===== src/rtl/mem_rr_arbiter_if.sv =====
// Request/response bundle between three requesters, the round-robin arbiter and the memory port.
// master = arbiter side, slave = requesters plus memory.
interface mem_rr_arbiter_if #(
    parameter int ADDR_W = 32,
    parameter int DATA_W = 32
);
    logic [2:0]                   req_valid;
    logic [2:0]                   req_instr;
    logic [2:0][ADDR_W-1:0]       req_addr;
    logic [2:0][DATA_W-1:0]       req_wdata;
    logic [2:0][DATA_W/8-1:0]     req_wstrb;
    logic [2:0][DATA_W-1:0]       req_rdata;
    logic [2:0]                   req_ready;
    logic [2:0]                   req_error;

    logic                         memory_valid;
    logic                         memory_instr;
    logic [ADDR_W-1:0]            memory_addr;
    logic [DATA_W-1:0]            memory_wdata;
    logic [DATA_W/8-1:0]          memory_wstrb;
    logic [DATA_W-1:0]            memory_rdata;
    logic                         memory_ready;

    modport master (
        input  req_valid, req_instr, req_addr, req_wdata, req_wstrb,
        output req_rdata, req_ready, req_error,
        output memory_valid, memory_instr, memory_addr, memory_wdata, memory_wstrb,
        input  memory_rdata, memory_ready
    );

    modport slave (
        output req_valid, req_instr, req_addr, req_wdata, req_wstrb,
        input  req_rdata, req_ready, req_error,
        input  memory_valid, memory_instr, memory_addr, memory_wdata, memory_wstrb,
        output memory_rdata, memory_ready
    );
endinterface


===== src/rtl/mem_rr_arbiter.sv =====
// Three-way round-robin arbiter for the single memory port; one transaction outstanding at a time.
// Optional watchdog abort enabled by defining ARB_TIMEOUT_EN.
module mem_rr_arbiter #(
    parameter int ADDR_W  = 32,
    parameter int DATA_W  = 32,
    parameter int TIMEOUT = 255
) (
    input  logic              clk,
    input  logic              rst,
    mem_rr_arbiter_if.master  bus
);
    localparam int SW = DATA_W / 8;

    typedef enum logic {IDLE, BUSY} state_e;

    state_e            state_q, state_d;
    logic [1:0]        last_q, last_d;
    logic [1:0]        grant_q, grant_d;
    logic              instr_q, instr_d;
    logic [ADDR_W-1:0] addr_q, addr_d;
    logic [DATA_W-1:0] wdata_q, wdata_d;
    logic [SW-1:0]     wstrb_q, wstrb_d;

    logic [2:0][1:0]   order;
    logic [1:0]        pick;
    logic              pick_vld;
    logic              expire;

    // Search order starts just after the last served port so it drops to lowest priority.
    always_comb begin
        case (last_q)
            2'd0:    order = {2'd0, 2'd2, 2'd1};
            2'd1:    order = {2'd1, 2'd0, 2'd2};
            default: order = {2'd2, 2'd1, 2'd0};
        endcase
        pick     = last_q;
        pick_vld = 1'b0;
        for (int k = 0; k < 3; k++) begin
            if (!pick_vld && bus.req_valid[order[k]]) begin
                pick     = order[k];
                pick_vld = 1'b1;
            end
        end
    end

`ifdef ARB_TIMEOUT_EN
    localparam int CNT_W = $clog2(TIMEOUT + 1);
    logic [CNT_W-1:0] cnt_q, cnt_d;

    assign expire = (state_q == BUSY) && !bus.memory_ready && (cnt_q == CNT_W'(TIMEOUT));

    always_comb begin
        cnt_d = cnt_q;
        if (state_q != BUSY)
            cnt_d = '0;
        else if (!bus.memory_ready)
            cnt_d = cnt_q + 1'b1;
    end

    always_ff @(posedge clk or posedge rst) begin
        if (rst) cnt_q <= '0;
        else     cnt_q <= cnt_d;
    end
`else
    assign expire = 1'b0;
`endif

    always_comb begin
        state_d = state_q;
        last_d  = last_q;
        grant_d = grant_q;
        instr_d = instr_q;
        addr_d  = addr_q;
        wdata_d = wdata_q;
        wstrb_d = wstrb_q;
        case (state_q)
            IDLE: begin
                if (pick_vld) begin
                    grant_d = pick;
                    instr_d = bus.req_instr[pick];
                    addr_d  = bus.req_addr[pick];
                    wdata_d = bus.req_wdata[pick];
                    wstrb_d = bus.req_wstrb[pick];
                    state_d = BUSY;
                end
            end
            BUSY: begin
                if (bus.memory_ready || expire) begin
                    last_d  = grant_q;
                    state_d = IDLE;
                end
            end
            default: state_d = IDLE;
        endcase
    end

    always_ff @(posedge clk or posedge rst) begin
        if (rst) begin
            state_q <= IDLE;
            last_q  <= 2'd2;
            grant_q <= 2'd0;
            instr_q <= 1'b0;
            addr_q  <= '0;
            wdata_q <= '0;
            wstrb_q <= '0;
        end else begin
            state_q <= state_d;
            last_q  <= last_d;
            grant_q <= grant_d;
            instr_q <= instr_d;
            addr_q  <= addr_d;
            wdata_q <= wdata_d;
            wstrb_q <= wstrb_d;
        end
    end

    // Completion and abort pulses are combinational so the requester sees them in the memory_ready cycle.
    always_comb begin
        bus.req_ready = '0;
        bus.req_error = '0;
        for (int i = 0; i < 3; i++) begin
            bus.req_rdata[i] = bus.memory_rdata;
            if (state_q == BUSY && grant_q == 2'(i)) begin
                bus.req_ready[i] = bus.memory_ready;
                bus.req_error[i] = expire;
            end
        end
    end

    assign bus.memory_valid = (state_q == BUSY);
    assign bus.memory_instr = instr_q;
    assign bus.memory_addr  = addr_q;
    assign bus.memory_wdata = wdata_q;
    assign bus.memory_wstrb = wstrb_q;
endmodule


===== src/flat_wrapper.sv =====
// flat-port wrapper written by rule: the top's interface ports become plain ports
module mem_rr_arbiter_flat 
#(
    parameter int ADDR_W  = 32,
    parameter int DATA_W  = 32,
    parameter int TIMEOUT = 255
)
  (clk, rst, bus_req_valid, bus_req_instr, bus_req_addr, bus_req_wdata, bus_req_wstrb, bus_req_rdata, bus_req_ready, bus_req_error, bus_memory_valid, bus_memory_instr, bus_memory_addr, bus_memory_wdata, bus_memory_wstrb, bus_memory_rdata, bus_memory_ready);
  mem_rr_arbiter_if #(.ADDR_W(ADDR_W), .DATA_W(DATA_W)) bus_i ();
  input  logic clk;
  input  logic rst;
  input wire logic [$bits(bus_i.req_valid)-1:0] bus_req_valid;
  input wire logic [$bits(bus_i.req_instr)-1:0] bus_req_instr;
  input wire logic [$bits(bus_i.req_addr)-1:0] bus_req_addr;
  input wire logic [$bits(bus_i.req_wdata)-1:0] bus_req_wdata;
  input wire logic [$bits(bus_i.req_wstrb)-1:0] bus_req_wstrb;
  output wire logic [$bits(bus_i.req_rdata)-1:0] bus_req_rdata;
  output wire logic [$bits(bus_i.req_ready)-1:0] bus_req_ready;
  output wire logic [$bits(bus_i.req_error)-1:0] bus_req_error;
  output wire logic [$bits(bus_i.memory_valid)-1:0] bus_memory_valid;
  output wire logic [$bits(bus_i.memory_instr)-1:0] bus_memory_instr;
  output wire logic [$bits(bus_i.memory_addr)-1:0] bus_memory_addr;
  output wire logic [$bits(bus_i.memory_wdata)-1:0] bus_memory_wdata;
  output wire logic [$bits(bus_i.memory_wstrb)-1:0] bus_memory_wstrb;
  input wire logic [$bits(bus_i.memory_rdata)-1:0] bus_memory_rdata;
  input wire logic [$bits(bus_i.memory_ready)-1:0] bus_memory_ready;
  assign bus_i.req_valid = bus_req_valid;
  assign bus_i.req_instr = bus_req_instr;
  assign bus_i.req_addr = bus_req_addr;
  assign bus_i.req_wdata = bus_req_wdata;
  assign bus_i.req_wstrb = bus_req_wstrb;
  assign bus_req_rdata = bus_i.req_rdata;
  assign bus_req_ready = bus_i.req_ready;
  assign bus_req_error = bus_i.req_error;
  assign bus_memory_valid = bus_i.memory_valid;
  assign bus_memory_instr = bus_i.memory_instr;
  assign bus_memory_addr = bus_i.memory_addr;
  assign bus_memory_wdata = bus_i.memory_wdata;
  assign bus_memory_wstrb = bus_i.memory_wstrb;
  assign bus_i.memory_rdata = bus_memory_rdata;
  assign bus_i.memory_ready = bus_memory_ready;
  mem_rr_arbiter #(.ADDR_W(ADDR_W), .DATA_W(DATA_W), .TIMEOUT(TIMEOUT)) u_core (.clk(clk), .rst(rst), .bus(bus_i));
endmodule

===== config.mk =====
export PLATFORM = sky130hd
export DESIGN_NAME = mem_rr_arbiter_flat
export DESIGN_NICKNAME = d
export VERILOG_FILES = /design/src/rtl/mem_rr_arbiter_if.sv /design/src/rtl/mem_rr_arbiter.sv /design/src/flat_wrapper.sv
export SDC_FILE = /design/constraint.sdc
export NUM_CORES = 1
export LEC_CHECK = 0
export BUFFER_PORTS_ARGS = -buffer_cell sky130_fd_sc_hd__buf_4
export CAP_MARGIN = 20
export CORE_AREA = 2 2 164 166
export DETAILED_ROUTE_END_ITERATION = 16
export DIE_AREA = 0 0 166 168
export PLACE_DENSITY = 0.45
export SYNTH_ARGS = -nofsm -noshare
export SYNTH_HDL_FRONTEND = slang
export SYNTH_SLANG_ARGS = --single-unit

===== constraint.sdc =====
create_clock -name clk -period 2.84 [get_ports clk]
set_clock_uncertainty 0.1 [all_clocks]
set_input_delay 0.284 -clock clk [delete_from_list [all_inputs] [get_ports clk]]
set_output_delay 0.284 -clock clk [all_outputs]
set_load 0.005 [all_outputs]

==> reports/metrics.yaml, run 1 <==
status: "finished clean"
hold_viol_final: 0
via_per_inst: 4.48
wl_per_cell_um: 19.1
cts_root_buffer: "clkbuf_16"
grt_max_degree: 62
grt_pass1_vias: 4429
critPathRequiredTime_ns: 2.46
path_max_fanout: 9
grt_antenna_before_repair: 0
rows: 60
whs_path_depth: 2
synth_common_cells: "a32oi_1 (138), buf_4 (100), dfrtp_1 (73)"
cts_sinks: 74
peakVddDrop_uv: 232
netlist_instances: 452
post_cts_resized: 0
worstReg2RegStart: "u_core.last_q[1]"
dpl.hpwl_um: 13600
postRouteAntennaNets: 0
rr_endpoint: "u_core.bus.memory_wdata[13]"
area_delta_synth_final_pct: 50.1
synth.most_common_cell: "a32oi_1"
worstRegToRegCells: 5
route.detailed.drc: 0
yosysTopAreaCell: "dfrtp_1"
htree_levels: 3
fillers: 2853
fin_crit_ns: 2.15
yosys_warnings: 0
fin_crit_sh: 0.758
synth_area_sq_mm: 0.00443
hold_path_end: "u_core.bus.memory_valid"
fin_ws_ns: 0.688
grt_use_total: 0.126
diodes: 0
first_pass_iters: 4
grt_pass1_wl_um: 26900
final_max_slew_viol_count: 0
r2r_setup_slack_ns: 0.91
ys_seq_area_frac: 0.419
vias: 4321
drive_above_1_share: 0.518
synthDistinctLibCells: 21
setup_violations: 0
rsz0062_at_grt: "false"
tightest_slew_ns: 0.763
fin_nets: 863
drt_wl_total_um: 18400
finalInstanceArea_sq_mm: 0.00665
cts_buffer_depth: 2
timing.fmax_mhz: 465
synth-edff-count: 0
die_h_um: 168
overflow: 0
ios: 417
synth_top_area_share: 0.413
synth_flop_cell: "dfrtp_1"
slew_headroom: 0.491
cts_tree: "built"
cp-start-kind: "flop"
io_buffers: 285
synthArstFlopShare: 1.00
power.leakage_nw: 3.13
first_iter_violations: 214
syn_avg_cell_area_sq_um: 9.79
gp_congestion: 0.723
worstPathArrival_ns: 1.77
power_density_mw_per_mm2: 712
insertion_delay_ns: 0.34
cts_buffers: 9
ys_seq_elements: 74
initial_core_util: 0.168
pre_cts_ws_ns: 0.915
hp-start: "bus_memory_ready"
clk_pin_slew_ns: 0.06
chipWidth_um: 166
dpl-instance-area_sq_mm: 0.00628
die-area_sq_mm: 0.0279
min_path_type: "input port to flop"
drv_cap: 0
fin_setup_tns_ns: 0
crit_type: "flop to output port"
synth_area_leaders: "dfrtp_1 (41%), a32oi_1 (27%), buf_4 (17%), nand2_1 (5.9%), clkbuf_1 (3.2%)"
endpoint_kind: "output port"
coreArea_sq_mm: 0.0264
worst max path at each step:
stage | endpoint | slack, ns | from | depth (start not counted)
2_1_floorplan | u_core.bus.memory_addr[0] | 0.58 | rst | 1
3_3_place_gp | u_core.bus.memory_wdata[18] | 0.94 | u_core.last_q[1] | 5
3_5_place_dp | u_core.bus.memory_wdata[16] | 0.91 | u_core.last_q[1] | 5
4_1_cts | bus_req_ready[1] | 0.60 | u_core.bus.memory_valid | 3
5_1_grt | bus_req_ready[1] | 0.52 | u_core.bus.memory_valid | 3
6_report | bus_req_ready[1] | 0.69 | u_core.bus.memory_valid | 3
sequential cells by signal (all words and copies together) (netlist names):
signal and flops:
u_core.last_q 2, u_core.bus.memory_wstrb 4, u_core.bus.memory_valid 1, u_core.bus.memory_instr 1, u_core.bus.memory_wdata 32, u_core.bus.memory_addr 32, u_core.grant_q 2
metal layers:
metal	up-vias	track usage	wire (um)
li1	1995	-	-
met1	2053	0.146	7190
met2	212	0.216	9230
met3	61	0.0381	1350
met4	0	0.0541	625
met5	-	0	0
critical path, stage by stage (launching register included):
cell	delay (ns)
dfrtp_1	0.65
nand2_1	0.30
nor3b_1	0.30
buf_4	0.16
layout by cell type (no fill, tap or decap):
| master | synthesis | final |
|---|---|---|
| nand2_1 | 70 | 70 |
| o22ai_4 | 0 | 2 |
| a2111oi_4 | 1 | 1 |
| conb_1 | 1 | 3 |
| mux2_2 | 2 | 2 |
| buf_4 | 100 | 291 |
| dfrtp_1 | 73 | 73 |
| clkbuf_16 | 0 | 9 |
| mux2i_1 | 1 | 1 |
| nor3_1 | 2 | 2 |
| or2_2 | 1 | 1 |
| clkinv_2 | 0 | 2 |
| o22a_1 | 1 | 1 |
| nor2_1 | 5 | 5 |
| bufinv_16 | 0 | 3 |
| inv_1 | 2 | 1 |
| a32oi_1 | 138 | 138 |
| inv_6 | 0 | 1 |
| buf_12 | 0 | 6 |
| dfstp_2 | 1 | 1 |
| nor2b_1 | 4 | 2 |
| clkbuf_8 | 0 | 1 |
| dlygate4sd3_1 | 0 | 1 |
| nor2b_4 | 0 | 2 |
| a22o_1 | 1 | 1 |
| nor3b_1 | 2 | 2 |
| clkinv_4 | 0 | 1 |
where the power goes:
group	switching (mW)	leakage [nW]	total (mW)	internal, mW
Combinational	0.827	2.04	1.71	0.881
Clock	0.504	0.173	1.39	0.887
Sequential	0.233	0.914	1.63	1.40
Total	1.56	3.13	4.73	3.16
through the flow:
step | std cells | utilization | hold slack, ns | power [mW]
2_1_floorplan | 454 | - | 0.277 | 2.39
3_3_place_gp | 947 | 0.238 | 0.356 | 3.39
3_5_place_dp | 947 | 0.238 | 0.351 | 3.39
4_1_cts | 964 | 0.252 | 0.00733 | 4.83
5_1_grt | 964 | 0.252 | 0.0225 | 5.03
6_report | 964 | 0.252 | 0.0281 | 4.73
logic make-up (layout without fill, tap and decap cells):
kind of cell / after synthesis / count (layout) / share of synthesized area
and+or+nand+nor: 84 / 84 / 0.0763
DFF: 74 / 74 / 0.419
buffers and inverters: 147 / 316 / 0.211
muxes: 3 / 3 / 0.00735
AOI/OAI and AO/OA: 143 / 143 / 0.286
other: 1 / 3 / 0.000847
cell type report:
type | count | area [sq um] | area share
Clock inverter | 6 | 113 | 0.0169
Clock buffer | 10 | 239 | 0.0360
Sequential cell | 74 | 1850 | 0.279
Inverter | 2 | 8.76 | 0.00132
Tap cell | 341 | 427 | 0.0642
Timing Repair Buffer | 298 | 2310 | 0.348
Multi-Input combinational cell | 233 | 1690 | 0.254
repair_timing:
| action | in CTS | in global routing |
|---|---|---|
| hold buffers | 1 | 0 |
| endpoints found under the setup margin | 0 | 0 |
| setup buffers | 0 | 0 |
| endpoints found under the hold margin | 26 | 0 |
Note: power is estimated with default switching activity, not from simulation.
==> run 2, diff against run 1 <==
- clock period: 2.84 -> 2.05 ns (I/O delays scaled with it)
==> run 2 against run 1 <==
Against the previous run: clock power up 18%; register-to-register slack worse by 0.76 ns; count of clock-buffer cells in the layout up 1; total power up 41%; worst hold slack worse by 0.014 ns; critical path depth up 2; sequential share of layout area down 6.2 points; die area unchanged; non-clock buffer count up 191; via count up 21%; final area up 28%; worst setup slack worse by 0.54 ns.
==> reports/metrics.yaml, run 2 (synthesis results as in run 1) <==
endpoint_kind: "flop"  # was output port
rr_endpoint: "u_core.bus.memory_addr[24]"  # was u_core.bus.memory_wdata[13]
fin_setup_tns_ns: 0  # unchanged
r2r_setup_slack_ns: 0.15  # was 0.91 ns
power.leakage_nw: 3.90  # was 3.13 nW
setup_violations: 0  # unchanged
fin_nets: 1054  # was 863
die-area_sq_mm: 0.0279  # unchanged
hold_viol_final: 0  # unchanged
drt_wl_total_um: 20800  # was 18400 um
seq_power_share: 0.336  # was 0.345
worstReg2RegStart: "u_core.last_q[1]"  # unchanged
peakVddDrop_uv: 367  # was 232 uV
min_path_type: "input port to flop"  # unchanged
cts_tree: "built"  # unchanged
cts_buffer_depth: 2  # unchanged
cts_root_buffer: "clkbuf_16"  # unchanged
post_cts_buffers: 0  # unchanged
crit_path_end: "u_core.bus.memory_addr[24]"  # was bus_req_ready[1]
status: "finished clean"  # unchanged
path_max_fanout: 42  # was 9
grt_use_total: 0.144  # was 0.126
p_sw_frac: 0.337  # was 0.331
via_per_inst: 4.51  # was 4.48
overflow: 0  # unchanged
power_density_mw_per_mm2: 781  # was 712 mW/mm^2
drv_cap: 0  # unchanged
first_iter_violations: 246  # was 214
ios: 417  # unchanged
postRouteAntennaNets: 0  # unchanged
insertion_delay_ns: 0.33  # was 0.34 ns
die_h_um: 168  # unchanged
rsz0062_at_grt: "false"  # unchanged
fin_total_pwr_mw: 6.67  # was 4.73 mW
grt_pass1_vias: 5856  # was 4429
area_delta_synth_final_pct: 92.8  # was 50.1%
layout_common_cells: "buf_4 (291), dlygate4sd3_1 (189), a32oi_1 (138)"  # was buf_4 (291), a32oi_1 (138), dfrtp_1 (73)
cp-start-kind: "flop"  # unchanged
gp_congestion: 0.739  # was 0.723
p_sw_mw: 2.24  # was 1.56 mW
p_clk_frac: 0.245  # was 0.294
grt_pass1_wl_um: 31600  # was 26900 um
clk_pin_slew_ns: 0.06  # about the same
cts_sinks: 74  # unchanged
cts_buffers: 9  # unchanged
crit_type: "flop to flop"  # was flop to output port
rows: 60  # unchanged
slew_headroom: 0.645  # was 0.491
final_common_cell: "buf_4"  # unchanged
vias: 5209  # was 4321
worstPathArrival_ns: 2.07  # was 1.77 ns
final_max_slew_viol_count: 0  # unchanged
grt_max_degree: 75  # was 62
fin_crit_ns: 1.90
dpl.hpwl_um: 13100  # was 13600 um
io_buffers: 285  # unchanged
grt_antenna_before_repair: 1  # was 0
drive_above_1_share: 0.399  # was 0.518
chipWidth_um: 166  # unchanged
coreArea_sq_mm: 0.0264  # unchanged
route.detailed.drc: 0  # unchanged
p_int_mw: 4.42  # was 3.16 mW
first_pass_iters: 5  # was 4
timing.fmax_mhz: 526
worstRegToRegCells: 5  # unchanged
crit_start: "u_core.last_q[1]"  # was u_core.bus.memory_valid
wl_per_cell_um: 18.0  # was 19.1 um
htree_levels: 3  # unchanged
critPathRequiredTime_ns: 2.22  # was 2.46 ns
fin_crit_sh: 0.927
tightest_slew_ns: 0.532  # was 0.763 ns
initial_core_util: 0.168  # unchanged
power_frac_comb: 0.418  # was 0.361
[run 2: how the worst min path moves through the flow]
stage	start	end	slack [ns]	cells past startpoint
3_3_place_gp	rst	u_core.bus.memory_wdata[0]	0.27	3
2_1_floorplan	bus_memory_ready	u_core.bus.memory_valid	0.20	1
3_5_place_dp	rst	u_core.bus.memory_wdata[0]	0.27	3
4_1_cts	bus_req_wdata[73]	u_core.bus.memory_wdata[9]	0.0003	3
5_1_grt	bus_req_wdata[91]	u_core.bus.memory_wdata[27]	0.01	3
6_report	bus_req_wdata[73]	u_core.bus.memory_wdata[9]	0.01	3
[run 2: metrics by stage]
stage               std cells  instance area [sq um]  hold slack, ns  utilization  worst slack [ns]
finish                   1155                   8540          0.0146        0.324             0.150
detailed placement        950                   6350           0.272        0.241             0.195
CTS                      1154                   8530        0.000338        0.324             0.152
floorplan                 454                   4440           0.198            -             0.339
global route             1155                   8540          0.0111        0.324            0.0596
global placement          950                   6350           0.272        0.241             0.194
[run 2: area by class of cell]
type | count | area, sq um
sequential | 74 | 1850
clock inverter | 4 | 52.6
fill | 2682 | 17800
inverter | 2 | 11.3
timing repair buffer | 489 | 4260
clock buffer | 11 | 243
multi-input combinational | 233 | 1690
antenna | 1 | 2.50
tap | 341 | 427
[run 2: power by group through the flow]
stage	clock network (mW)	registers, mW	logic, mW
after global routing	1.78	2.31	3.01
after detailed placement	0	2.25	2.51
final	1.64	2.24	2.79
after global placement	0	2.26	2.50
after CTS	1.73	2.24	2.80
after floorplan	0	2.24	1.06
[run 2: worst max-delay path, stage by stage, from the launching register on]
cell,delay [ns]
dfstp_2,0.61
nor2_1,0.10
a2111oi_4,0.51
buf_12,0.28
a32oi_1,0.10
nand2_1,0.09
[run 2: timing repair]
item                                   CTS  global route
hold buffers                           189             0
endpoints found under the hold margin  143             0
gates resized for setup                  0             0
[run 2: layer usage]
metal,vias to the layer above,part of all wire,track usage
li1,2363,-,-
met1,2509,0.37,0.150
met2,240,0.51,0.259
met3,97,0.063,0.0374
met4,0,0.052,0.0888
met5,-,0,0
